## src/rtl/uart_rx_fifo.sv

```systemverilog
// uart_rx_fifo
// Receive-side byte buffer sitting directly behind the UART receiver.
// Bytes strobed in on i_rx_valid are stored in a circular FIFO. They are
// presented to the bus side through a first-word-fall-through valid/ready
// port, together with a fill level, a sticky overflow flag and an interrupt.
//
// Optional feature macro: UART_RX_FIFO_TIMEOUT_EN
//   When defined, an idle counter raises the interrupt if bytes sit unread
//   for i_timeout_cycles cycles. When undefined, i_timeout_cycles is unused.
//
// Ports
//   clk              clock
//   rst              asynchronous, active-high reset
//   i_rx_data        byte from the receiver, sampled while i_rx_valid=1
//   i_rx_valid       single-cycle push strobe; the receiver cannot be stalled
//   o_rd_data        head byte; meaningful only while o_rd_valid=1
//   o_rd_valid       FIFO holds at least one byte
//   i_rd_ready       pops the head when o_rd_valid is also set
//   i_flush          synchronous clear of the FIFO contents
//   i_threshold      level interrupt threshold; 0 disables the level interrupt
//   o_level          number of stored bytes, 0..DEPTH
//   o_overflow       sticky flag: a byte was dropped because the FIFO was full
//   i_clr_overflow   clears o_overflow
//   i_timeout_cycles idle timeout length in cycles; 0 disables the timeout
//   o_irq            level-sensitive interrupt request
module uart_rx_fifo #(
    parameter int unsigned DEPTH_LOG2 = 4
) (
    input  logic                  clk,
    input  logic                  rst,
    input  logic [7:0]            i_rx_data,
    input  logic                  i_rx_valid,
    output logic [7:0]            o_rd_data,
    output logic                  o_rd_valid,
    input  logic                  i_rd_ready,
    input  logic                  i_flush,
    input  logic [DEPTH_LOG2:0]   i_threshold,
    output logic [DEPTH_LOG2:0]   o_level,
    output logic                  o_overflow,
    input  logic                  i_clr_overflow,
    input  logic [15:0]           i_timeout_cycles,
    output logic                  o_irq
);

    localparam int unsigned DEPTH = 2 ** DEPTH_LOG2;
    localparam int unsigned PW    = DEPTH_LOG2 + 1;

    logic [7:0]    r_mem [DEPTH];
    logic [PW-1:0] r_wptr;
    logic [PW-1:0] r_rptr;
    logic [PW-1:0] r_level;
    logic          r_overflow;

    logic          w_empty;
    logic          w_full;
    logic          w_pop;
    logic          w_push;
    logic          w_drop;
    logic [PW-1:0] w_level_d;
    logic          w_timeout_flag;

    // The extra pointer MSB tells full (only MSB differs) from empty (equal).
    assign w_empty = (r_wptr == r_rptr);
    assign w_full  = (r_wptr[PW-1] != r_rptr[PW-1]) &&
                     (r_wptr[PW-2:0] == r_rptr[PW-2:0]);

    assign w_pop  = !w_empty && i_rd_ready;
    // A pop in the same cycle frees the slot, so a push at full still lands.
    assign w_push = i_rx_valid && (!w_full || w_pop);
    // A byte arriving during a flush is discarded by the flush, not dropped.
    assign w_drop = i_rx_valid && w_full && !w_pop && !i_flush;

    always_comb begin
        w_level_d = r_level;
        if (i_flush) begin
            w_level_d = '0;
        end else if (w_push && !w_pop) begin
            w_level_d = r_level + 1'b1;
        end else if (!w_push && w_pop) begin
            w_level_d = r_level - 1'b1;
        end
    end

    always_ff @(posedge clk or posedge rst) begin
        if (rst) begin
            r_wptr     <= '0;
            r_rptr     <= '0;
            r_level    <= '0;
            r_overflow <= 1'b0;
        end else begin
            if (i_flush) begin
                r_wptr <= '0;
                r_rptr <= '0;
            end else begin
                if (w_push) begin
                    r_wptr <= r_wptr + 1'b1;
                end
                if (w_pop) begin
                    r_rptr <= r_rptr + 1'b1;
                end
            end
            r_level <= w_level_d;
            // A drop in the same cycle as the clear keeps the flag set.
            if (w_drop) begin
                r_overflow <= 1'b1;
            end else if (i_clr_overflow) begin
                r_overflow <= 1'b0;
            end
        end
    end

    // Storage is deliberately not reset.
    always_ff @(posedge clk) begin
        if (w_push && !i_flush) begin
            r_mem[r_wptr[DEPTH_LOG2-1:0]] <= i_rx_data;
        end
    end

`ifdef UART_RX_FIFO_TIMEOUT_EN
    logic [15:0] r_idle_cnt;
    logic        r_timeout_flag;

    always_ff @(posedge clk or posedge rst) begin
        if (rst) begin
            r_idle_cnt     <= '0;
            r_timeout_flag <= 1'b0;
        end else begin
            if (w_push || w_pop || i_flush || w_empty) begin
                r_idle_cnt <= '0;
            end else if (r_idle_cnt != 16'hFFFF) begin
                r_idle_cnt <= r_idle_cnt + 16'd1;
            end
            if (w_pop || i_flush) begin
                r_timeout_flag <= 1'b0;
            end else if ((i_timeout_cycles != 16'd0) && !w_empty &&
                         (r_idle_cnt == i_timeout_cycles)) begin
                r_timeout_flag <= 1'b1;
            end
        end
    end

    assign w_timeout_flag = r_timeout_flag;
`else
    logic w_unused_timeout;

    assign w_unused_timeout = ^i_timeout_cycles;
    assign w_timeout_flag   = 1'b0;
`endif

    assign o_rd_data  = r_mem[r_rptr[DEPTH_LOG2-1:0]];
    assign o_rd_valid = !w_empty;
    assign o_level    = r_level;
    assign o_overflow = r_overflow;
    assign o_irq      = ((i_threshold != '0) && (r_level >= i_threshold)) || w_timeout_flag;

endmodule

```

## config.mk

```make
export PLATFORM = sky130hd
export DESIGN_NAME = uart_rx_fifo
export DESIGN_NICKNAME = d
export VERILOG_FILES = /design/src/rtl/uart_rx_fifo.sv
export SDC_FILE = /design/constraint.sdc
export NUM_CORES = 1
export LEC_CHECK = 0
export ABC_AREA = 1
export CAP_MARGIN = 5
export CORE_ASPECT_RATIO = 0.9
export CORE_UTILIZATION = 50
export CTS_BUF_LIST = sky130_fd_sc_hd__clkbuf_8
export CTS_CLUSTER_SIZE = 8
export DETAILED_ROUTE_END_ITERATION = 10
export PLACE_DENSITY = 0.77
export SYNTH_ARGS = -nofsm -noshare
export SYNTH_HDL_FRONTEND = slang
export SYNTH_SLANG_ARGS = --single-unit
```

## constraint.sdc

```tcl
create_clock -name clk -period 6.9 [get_ports clk]
set_input_delay 1.38 -clock clk [delete_from_list [all_inputs] [get_ports clk]]
set_output_delay 1.38 -clock clk [all_outputs]
set_load 0.005 [all_outputs]
```

* Yosys cells after proc, flatten, opt, wreduce, memory -nomap -nowiden
Memories as Yosys holds them, arrays and structs flattened. Index checks and enable logic that the tools add are counted.
Storage, ports and cells: bits of input ports 35, register bits 16, output and inout port bits 16, word-level logic and storage cells 45, memories kept 1, memory bits (writable) 128
Operators by class: eq/ne operators 3, add/subtract/negate cells 4, reductions and logical operators 21, order comparisons 1, muxes and demuxes 11
Memories:
- r_mem | depth 16, width 8, read ports 1, clocked after Yosys merged registers in 0, write ports 1, line 48 | logic [7:0] r_mem [DEPTH];
Operators by type and width (number):
- 5-bit two-way mux | 7
- 5-bit by 1-bit adder with 5-bit output, second input constant | 3
- 1-bit logical AND | 10
- 2-bit nonzero test | 3
- 5-bit equality test | 1
- 5-bit greater-or-equal comparator | 1
- 1-bit logical NOT | 5
- 5-bit nonzero test | 1
- 5-bit by 1-bit subtractor with 5-bit output, second input constant | 1
- 4-bit equality test | 1
- 1-bit two-way mux | 4
- 3-bit nonzero test | 1
- 1-bit logical OR | 1
- 1-bit != test | 1

* Logic depth before layout (Yosys ltp)
depth after elaboration 10, depth in mapped cells 18, gate-level depth less buffers 17

* Worst setup path after synthesis
OpenSTA, ideal clock, no wires.
path type input-to-output, from in i_threshold[0], to out o_irq, setup slack 3.309 ns, stages 8, data arrival time 2.211 ns, buffers on the path 0, data required time 5.520 ns, path through ha_1 -> inv_1 -> nand2_1 -> a21oi_1 -> o21bai_1 -> a21o_1 -> a21oi_1 -> nor2_1
On the way: word-level cells in the longest chain between the ends 2, elaborated cells between the ends (all ways) 3, those cells by class order compare: 1; reduce/logical: 2
Ends and longest elaborated chain:
- from (decl) | line 37 | input logic [DEPTH_LOG2:0] i_threshold,
- 5-bit greater-or-equal comparator or 5-bit nonzero test (tied branches) | line 154 | assign o_irq = ((i_threshold != '0) && (r_level >= i_threshold)) || w_timeout_flag;
- 1-bit logical AND (*) | line 154
- to (decl) | line 42 | output logic o_irq
Every way passes the cells marked *; elsewhere a longest branch is shown, timed or not.

* Final worst setup path
Same ends and word-level chain as after synthesis.

==> flow_summary.yaml <==
synthesis:
  synth_cell_type_count: 37
  syn_area_mm2: 0.00624
  synth_top_cell_area_share: 0.616
  syn_inst: 526
  synth-seq-area-share: 0.680
  synth_fa_ha_area_frac: 0.0313
  synth_area_per_cell_um2: 11.9
  synth_compound_area_frac: 0.110
  post-synth-top-area-cell: "edfxtp_1"
  synth_simple_gate_area_frac: 0.141
  ys_ff_latch: 144
  yosys_warnings: 0
  ys_top_cells_by_area: "edfxtp_1, dfrtp_1, nor2_1"
  synth-xor-area-share: 0.00562
  synth_top_family_by_area: "simple AND/OR/NAND/NOR gates"
  syn-num-nets: 576
  synth.area.mux_share: 0
critical_path:
  rrSetupSlack_ns: 3.75
  worstPathRequired_ns: 5.52
  crit_chain: "clkdlybuf4s50_1 > ha_1 > inv_1 > nand2_1 > a21oi_1 > o21bai_1 > a21o_1 > a21oi_1 > nor2_1 > clkdlybuf4s50_1"
  cp-end-kind: "output port"
  critPathKind: "input pin to output port"
  cp_max_fo: 2
  max_stage_delay_ns: 0.44
  cp.arrival_ns: 3.17
  critPathLaunchType: "input pin"
  cp_slowest_cell: "clkdlybuf4s50_1"
detailed_routing:
  drt-wirelength-per-cell_um: 18.5
  drc: 0
  vias: 4143
  routed_via_density: 5.67
  totalWireLength_um: 13500
  antenna_left: 0
  dr.pass1.iters: 5
  drt_iter0_drc: 468
cts:
  clk_latency_ns: 0.44
  cts.path.max_buffers: 2
  cts_tree: "built"
  postCtsSetupRepairBufs: 0
  hold_buffers: 0
  post_cts_resized: 0
  cts.htree.levels: 4
  root_buffer: "clkbuf_8"
  cts_buffers: 17
  clk_pin_slew_worst_paths_ns: 0.08
  cts_sinks: 144
sta:
  hold_viol: 0
  setup_slack_ns: 2.35
  fin_setup_tns_ns: 0
  maxSlewHeadroom: 0.277
  finalCriticalPeriod_ns: 4.55
  grt_setup_unrepaired: "no"
  tightest_slew_ns: 1.08
  setup_viol: 0
  fmax_mhz: 220
  post-route-period-util: 0.659
  slew_violations: 0
  clock-skew-final_ns: 0.00762
floorplanning:
  start_util: 0.514
  coreArea_mm2: 0.0121
  die_x_um: 120
  fp.dieArea_mm2: 0.0129
  io_pins: 51
  die_h_um: 108
  row_count: 38
place:
  dp_hpwl_um: 8270
  portBuffers: 34
  dpl_cell_area_mm2: 0.00670
  post-place-ws_ns: 2.34
  gp_congestion: 0.775
global_routing:
  grt_pass1_wl_um: 21100
  grt.total_usage: 0.225
  grt_pass1_vias: 3976
  antenna_found_initial: 0
  grt_overflow: 0
  grt_max_degree: 69
worst_hold_path:
  hold_class: "flip-flop to flip-flop"
power:
  peakVddDrop_v: 0.000248
  power_density_mw_per_mm2: 324
  p_leak_uw: 0.00252
final_layout:
  postLayoutCellArea_mm2: 0.00713
  final_common_cell: "edfxtp_1"
  fill_cells: 978
  final_layout_size_suffix_gt1_frac: 0.0911
  final_cell_mix: "edfxtp_1, nor2_1, nand2_1"
  fin_util: 0.588
  area_growth_syn_to_layout_pct: 14.3
  diodes: 0
  nets: 608
  regArea_mm2: 0.00425
  multi_input_comb_area_mm2: 0.00180
outcome:
  status: "completed"
job:
  maxCapViolations: 0
-- where the power goes --
| part | total [uW] | switching [uW] | internal [uW] |
|---|---|---|---|
| Combinational | 590 | 357 | 233 |
| Sequential | 998 | 26.1 | 972 |
| Clock | 724 | 303 | 421 |
-- layout make-up --
type                       instances  area share
clock buffer                      17      0.0328
multi-input combinational        335       0.252
tap                              160      0.0281
timing repair buffer              36      0.0498
inverter                          24      0.0137
sequential                       144       0.595
clock inverter                    15      0.0281
-- layer usage --
layer	global-route usage	vias to the layer above	share of wire
met4	0.0821	0	0.016
met2	0.359	157	0.48
met3	0.0512	18	0.069
met5	0	-	0
li1	-	1965	-
met1	0.306	2003	0.43
-- registers in the layout, summed over array words and instances (netlist names) --
name	flops
r_rptr	5
o_level	5
r_mem	128
r_wptr	5
o_overflow	1
-- synth_stat cells, drive strengths merged --
cell type,count
clkinv,2
o21bai,1
dfrtp,16
nand4,3
nand3,27
nand3b,1
o221ai,12
fa,1
buf,5
ha,14
o21ai,70
a21oi,6
clkbuf,18
inv,22
nor3,1
nor2,90
xor2,4
edfxtp,128
o31ai,2
a21o,1
nor4,1
nand2,76
o22ai,21
o211ai,4
-- path summary, 6_finish.rpt --
| check | depth (start not counted) | to | start |
|---|---|---|---|
| max in group asynchronous | 2 | r_rptr[0]$_DFFE_PP0P_ | rst |
| min in group asynchronous | 2 | r_rptr[4]$_DFFE_PP0P_ | rst |
| worst max-delay path | 10 | o_irq | i_threshold[0] |
| worst max register to register | 11 | r_mem[7][2]$_DFFE_PP_ | r_rptr[0]$_DFFE_PP0P_ |
| worst min-delay path | 2 | o_overflow$_DFFE_PP0P_ | o_overflow$_DFFE_PP0P_ |
| worst min register to register | 2 | o_overflow$_DFFE_PP0P_ | o_overflow$_DFFE_PP0P_ |
-- metrics by stage --
step	hold slack [ns]	total power [uW]	cells
global placement	0.526	1580	699
floorplan	0.513	1370	526
finish	0.527	2310	731
CTS	0.532	2320	731
global route	0.569	2420	731
detailed placement	0.521	1600	699
-- cells by family after synthesis --
logic type / after synthesis
simple gates: 199
flops: 144
compound gates: 117
buf+inv: 47
fa+ha+maj: 15
xor+xnor: 4
-- worst max-delay path: cells and delay by family --
family          cells  cell delay, ns
buf+inv             3            0.93
simple gates        2            0.10
compound gates      4            0.46
fa+ha+maj           1            0.30
Note: power is estimated with default switching activity, not from simulation.
